[src/rtl/addsub_operand_sequencer.sv]
`default_nettype none
// ============================================================================
//  Module      : addsub_operand_sequencer
//  Description : Steps through operand A, operand B and the add/subtract
//                result with one debounced pushbutton. Drives the op symbol,
//                the carry/negative flag and the operand/result values.
//  Revision    : 1.0 - initial release
// ============================================================================
module addsub_operand_sequencer #(
  parameter int WIDTH           = 4,
  parameter int DEBOUNCE_CYCLES = 500000
) (
  input  logic             clk,
  input  logic             reset,
  input  logic [WIDTH-1:0] sw,
  input  logic             op_sel,
  input  logic             key_n,
  output logic             s,
  output logic             carryOut,
  output logic [WIDTH-1:0] operand_a,
  output logic [WIDTH-1:0] operand_b,
  output logic [WIDTH-1:0] result,
  output logic             result_valid,
  output logic [1:0]       state
);

  localparam int             CNT_W   = (DEBOUNCE_CYCLES > 1) ? $clog2(DEBOUNCE_CYCLES) : 1;
  localparam logic [CNT_W-1:0] CNT_MAX = CNT_W'(DEBOUNCE_CYCLES - 1);

  typedef enum logic [1:0] {
    ST_LOAD_A = 2'b00,
    ST_LOAD_B = 2'b01,
    ST_SHOW   = 2'b10
  } state_t;

  // Key path registers
  logic [1:0]       sync_q;
  logic             key_db_q;
  logic [CNT_W-1:0] cnt_q;
  logic [1:0]       settle_q;
  logic             armed_q;

  // FSM and datapath registers
  state_t           state_q, state_d;
  logic [WIDTH-1:0] opa_q, opa_d;
  logic [WIDTH-1:0] opb_q, opb_d;
  logic [WIDTH-1:0] res_q, res_d;
  logic             carry_q, carry_d;
  logic             valid_q, valid_d;
  logic             slat_q, slat_d;

  logic             key_sync;
  logic             press;
  logic [WIDTH:0]   sum;
  logic             a_lt_b;
  logic [WIDTH-1:0] diff;

  assign key_sync = sync_q[1];

  // A press is the debounced level being accepted as low while it was high.
  // armed_q blocks a key that was already held when reset was released.
  assign press = armed_q & key_db_q & ~key_sync & (cnt_q == CNT_MAX);

  // Synchronise the key, debounce it, and arm once a released level is seen
  always_ff @(posedge clk) begin
    if (reset) begin
      sync_q   <= 2'b11;
      key_db_q <= 1'b1;
      cnt_q    <= '0;
      settle_q <= 2'd0;
      armed_q  <= 1'b0;
    end else begin
      sync_q <= {sync_q[0], key_n};
      if (key_sync == key_db_q) begin
        cnt_q <= '0;
      end else if (cnt_q == CNT_MAX) begin
        key_db_q <= key_sync;
        cnt_q    <= '0;
      end else begin
        cnt_q <= cnt_q + CNT_W'(1);
      end
      // The synchroniser needs two clocks to reflect the real key level.
      if (settle_q != 2'd2) begin
        settle_q <= settle_q + 2'd1;
      end
      if ((settle_q == 2'd2) && key_sync && key_db_q) begin
        armed_q <= 1'b1;
      end
    end
  end

  assign sum    = {1'b0, opa_q} + {1'b0, sw};
  assign a_lt_b = (opa_q < sw);
  assign diff   = a_lt_b ? (sw - opa_q) : (opa_q - sw);

  // Next-state and datapath updates, advancing only on a press
  always_comb begin
    state_d = state_q;
    opa_d   = opa_q;
    opb_d   = opb_q;
    res_d   = res_q;
    carry_d = carry_q;
    valid_d = valid_q;
    slat_d  = slat_q;
    case (state_q)
      ST_LOAD_A: begin
        if (press) begin
          opa_d   = sw;
          state_d = ST_LOAD_B;
        end
      end
      ST_LOAD_B: begin
        if (press) begin
          opb_d  = sw;
          slat_d = op_sel;
          if (op_sel) begin
            carry_d = a_lt_b;
            res_d   = diff;
          end else begin
            carry_d = sum[WIDTH];
            res_d   = sum[WIDTH-1:0];
          end
          valid_d = 1'b1;
          state_d = ST_SHOW;
        end
      end
      ST_SHOW: begin
        if (press) begin
          valid_d = 1'b0;
          carry_d = 1'b0;
          state_d = ST_LOAD_A;
        end
      end
      default: state_d = ST_LOAD_A;
    endcase
  end

  // State and datapath register
  always_ff @(posedge clk) begin
    if (reset) begin
      state_q <= ST_LOAD_A;
      opa_q   <= '0;
      opb_q   <= '0;
      res_q   <= '0;
      carry_q <= 1'b0;
      valid_q <= 1'b0;
      slat_q  <= 1'b0;
    end else begin
      state_q <= state_d;
      opa_q   <= opa_d;
      opb_q   <= opb_d;
      res_q   <= res_d;
      carry_q <= carry_d;
      valid_q <= valid_d;
      slat_q  <= slat_d;
    end
  end

  // The symbol follows the switch until the result is shown, then freezes.
  assign s            = (state_q == ST_SHOW) ? slat_q : op_sel;
  assign carryOut     = carry_q;
  assign operand_a    = opa_q;
  assign operand_b    = opb_q;
  assign result       = res_q;
  assign result_valid = valid_q;
  assign state        = state_q;

endmodule
`default_nettype wire

[config.mk]
export PLATFORM = sky130hd
export DESIGN_NAME = addsub_operand_sequencer
export DESIGN_NICKNAME = d
export VERILOG_FILES = /design/src/rtl/addsub_operand_sequencer.sv
export SDC_FILE = /design/constraint.sdc
export NUM_CORES = 1
export LEC_CHECK = 0
export CORE_ASPECT_RATIO = 0.6
export CORE_MARGIN = 3
export CORE_UTILIZATION = 39
export CTS_BUF_LIST = sky130_fd_sc_hd__clkbuf_8 sky130_fd_sc_hd__clkbuf_16
export DETAILED_ROUTE_END_ITERATION = 8
export GPL_ROUTABILITY_DRIVEN = 1
export GPL_TIMING_DRIVEN = 0
export MAX_ROUTING_LAYER = met4
export PLACE_DENSITY_LB_ADDON = 0.05
export SKIP_LAST_GASP = 1
export SLEW_MARGIN = 20
export SYNTH_ARGS = -nofsm -noshare
export SYNTH_HDL_FRONTEND = slang
export SYNTH_SLANG_ARGS = --single-unit
[constraint.sdc]
create_clock -name clk -period 3.65 [get_ports clk]
set_input_delay 0.365 -clock clk [delete_from_list [all_inputs] [get_ports clk]]
set_output_delay 0.365 -clock clk [all_outputs]
set_load 0.01 [all_outputs]
Word-level counts from Yosys, hierarchy flattened
Index checks and enable logic that the tools add are counted.
Widths: inputs -> output; s select.

storage, ports and cells
  register bits after elaboration = 42
  input port bits = 8
  output and inout port bits = 17
  logic and storage cells = 55

operators by class
  add/sub/neg operators = 5
  magnitude comparators = 1
  equal/unequal tests = 9
  muxes and demuxes = 13
  bitwise operators = 5
  reductions and logical operators = 10

operators by type and width
  cell                   number
  $add 19x1->19 const B  1
  $eq 19x19->1 const B   1
  $mux 4                 2
  $ne 2x2->1 const B     4
  $sub 4x4->4            2
  $mux 2                 3
  $pmux 2 s3             1
  $reduce_and 2->1       3
  $reduce_and 3->1       2
  $add 4x4->5            1
  $mux 1                 5
  $eq 2x2->1 const B     2
  $lt 4x4->1             1
  $pmux 1 s2             2
  $and 1x1->1            3
  $reduce_or 3->1        1
  $add 2x1->2 const B    1
  $eq 2x1->1 const B     1
  $logic_and 1x1->1      2
  $logic_not 2->1        1
  $not 1->1              2
  $reduce_bool 2->1      1
  $eq 1x1->1             1

Longest topological paths before layout
  word-level depth = 5
  mapped depth = 8
  mapped depth without buffers = 8

Worst setup path before layout
OpenSTA, ideal clock, no wires.

  path kind = register -> register
  from = reg opa_q[0] (netlist: operand_a[0])
  to = reg res_q[3] (netlist: result[3])
  library setup time = 0.120 ns
  data arrival time = 1.973 ns
  required time = 3.530 ns
  path slack = 1.557 ns
  stages on the path, launching flop included = 8
  buffers on the path = 0
  clock period less this slack = 2.093 ns
  cells stage by stage = dfxtp_1 -> inv_1 -> ha_1 -> fa_1 -> o21ai_0 -> o21ai_0 -> o2111a_1 -> a211o_1

on the way
  longest elaborated chain between the ends = 3
  elaborated cells on any way between the ends = 6
  those cells by class = add/sub (3); order compare (1); mux (2)

ends and longest elaborated chain
  element                                    RTL line  RTL
  start: declaration                         45        logic [WIDTH-1:0] opa_q, opa_d;
  start signal: assignment                   150       opa_q <= opa_d;
  $sub 4x4->4 or $lt 4x4->1 (tied branches)  94, 93
  $mux 4                                     94        assign diff = a_lt_b ? (sw - opa_q) : (opa_q - sw);
  $mux 4 *                                   116       if (op_sel) begin
  end signal: assignment                     152       res_q <= res_d;
  end: declaration                           47        logic [WIDTH-1:0] res_q, res_d;

Every way passes the cells marked *; elsewhere a longest branch is shown, timed or not.
A chain may end at the register's enable or synchronous reset.

Final worst setup path
  from = in sw[0]
  to = reg res_q[3] (netlist: result[3])

on the way
  longest elaborated chain between the ends = 3
  elaborated cells on any way between the ends = 6
  those cells by class = add/sub (3); order compare (1); mux (2)

ends and longest elaborated chain
  element                                    RTL line  RTL
  start: declaration                         15        input logic [WIDTH-1:0] sw,
  $sub 4x4->4 or $lt 4x4->1 (tied branches)  94, 93
  $mux 4                                     94
  $mux 4 *                                   116

Marked as above.

==> qor.csv <==
metric,value,unit
Mean Syn Cell Area,8.73,sq um
CP Capture Type,register,
max cap viols,0,
pin count of the biggest net entering global routing,15,
WL/cell,13.7,um
synth top area cells,"dfxtp_1, ha_1, nor2_1",
CTS resizes,0,
HP Class,register to register,
Worst-Skew Late Latency,0.30,ns
"Remaining Overflow, GRT",0,
top-count cell post-synth,dfxtp_1,
DR pass1 iterations,4,
crit-path max FO,5,
"Reg clk slew, reported paths",0.08,ns
drt drc,0,
gr busiest metal,met1,
Starting DRT DRC Count,63,
Layout fillers,514,
RSZ-0062 raised after global routing,false,
sequential share of the synthesized area,0.381,
CP Class,primary input to register,
Slew @ Worst Pin,0.619,ns
I/O pin count,25,
area of the die,6630,sq um
Syn Nets,277,
Final ANT Viol Nets,0,
Comb power frac,0.097,
clock network fraction of total power,0.390,
Site Rows,20,
met1 GRT Util,0.274,
GRT Total Usage,0.162,
Setup Skew,0.00448,ns
Via density,5.02,
Worst VDD drop,263,uV
share of cells above drive strength 1,0.0739,
net switching power,0.230,mW
CTS tree,done,
cell count after placement,342,
Post-synth EDFFs,0,
Multi-input gate area,1270,sq um
DRT Wirelength,4.80,mm
number of port buffers,23,
data required time at the worst endpoint,3.84,ns
most common flop cell mapped by yosys,dfxtp_1,
Sw Share,0.242,
register bit total from synthesis,42,
status,"complete, no violations",
pins over their slew limit,0,
DIE HEIGHT,64.3,um
core footprint,5260,sq um
dpl hpwl,3.78,mm
Ant. Diodes,0,
register area,841,sq um
maximum clock rate,399,MHz
synth cell count leaders,"dfxtp_1, nor2_1, nand2_1",
Slew headroom,0.584,
M3 GR Usage,0.0414,
initial antenna violation count,0,
final-report setup violation count,0,
Total Power,0.950,mW
clock tree root driver cell,clkbuf_8,
pwr dens,360,nW/um^2
Fin. Hold Viols,0,
Hold Buf Count CTS,0,
P_int,0.720,mW
DR vias,1757,
Netlist Area Pre-Place,2210,sq um
Yosys warning total,0,
min cycle time layout,2.51,ns
vias in the first global route,1599,
Sequential Power Share,0.514,
"Period Utilization, post-route",0.687,
first-pass GRT wire length,8.11,mm
chip width,103,um
clk sink count,42,
Initial Util,0.420,
Longest Clk Path Bufs,2,
routability cong.,0.804,
largest area contributor in the netlist,dfxtp_1,
area grow syn2layout,19.3,%
Layout Cells excl Fill,350,
Leak Pwr,0.952,nW
"Core Util, Final",0.501,
crit path DAT,2.70,ns
CTS buffer count,5,
startpoint types,primary input,
Yosys top cell area share,0.381,
met2 usage,0.174,
post-synth cell types,50,
fin nets,307,
htree depth,2,
Syn Inst Count,253,
Post-synth ARST share,0,
setup bufs post-CTS,0,
setup tns final,0,ns
## sequential cells by signal (all words and copies together), names as in the netlist, 2 cells and up
register / cells
operand_a: 4
settle_q: 2
operand_b: 4
state: 2
cnt_q: 19
result: 4
sync_q: 2
## per-stage QoR
step / setup slack [ns] / instance area, sq um / hold slack [ns]
2_1_floorplan: 1.56 / 2210 / 0.389
3_3_place_gp: 0.811 / 2520 / 0.394
3_5_place_dp: 0.856 / 2520 / 0.393
4_1_cts: 1.17 / 2640 / 0.414
5_1_grt: 0.988 / 2640 / 0.439
6_report: 1.14 / 2640 / 0.413
## cells by family (layout without fill, tap and decap cells)
group,after synthesis,count (layout),synth area share
fa+ha+maj,16,16,0.101
flops,42,42,0.381
xor+xnor,19,19,0.0754
mux,6,6,0.0278
buf+inv,23,54,0.0448
compound gates,36,36,0.107
simple gates,111,111,0.264
## critical path, cell delays in order
cell and delay, ns:
clkdlybuf4s50_1 0.50, ha_1 0.29, fa_1 0.39, o21ai_0 0.44
o21ai_0 0.21, o2111a_1 0.27, a211o_1 0.23
## layout make-up
class                           instances  area share
Tap cell                               66      0.0313
Multi-Input combinational cell        188       0.481
Sequential cell                        42       0.319
Timing Repair Buffer                   23      0.0874
Clock buffer                            5      0.0261
Inverter                               16      0.0228
Buffer                                  7      0.0147
Clock inverter                          3      0.0171
## routing by layer
layer,wire [um],share of wire
met1,2920,0.61
met2,1580,0.33
met3,261,0.054
met4,42,0.0087
met5,0,0
## final timing paths
path                            slack, ns        end  cells after the start    startpoint
worst min-delay path                 0.41  sync_q[1]                      1     sync_q[0]
worst min register to register       0.41  sync_q[1]                      1     sync_q[0]
worst max register to register       1.31  result[3]                      6  operand_a[1]
worst max-delay path                 1.14  result[3]                      7         sw[0]
## cell usage in the layout, fill, tap and decap left out, drive strengths merged, types with 4 or more instances in the layout
| cell | instances |
|---|---|
| dfxtp | 42 |
| nor2 | 38 |
| nand2 | 24 |
| clkdlybuf4s50 | 23 |
| inv | 16 |
| a21oi | 13 |
| ha | 13 |
| xor2 | 11 |
| o21ai | 9 |
| xnor2 | 8 |
| nand3 | 8 |
| nor3 | 8 |
| clkbuf | 8 |
| nand4 | 6 |
| nor2b | 5 |
| mux2i | 5 |
| or2 | 4 |
| buf | 4 |
## power by group through the flow
stage	Sequential, mW	Clock [mW]	Combinational (mW)
2_1_floorplan	0.497	0	0.0611
3_3_place_gp	0.498	0	0.0893
3_5_place_dp	0.499	0	0.0937
4_1_cts	0.488	0.383	0.0938
5_1_grt	0.490	0.404	0.105
6_report	0.488	0.370	0.0921
No activity file was read; power rests on OpenSTA's default activity.
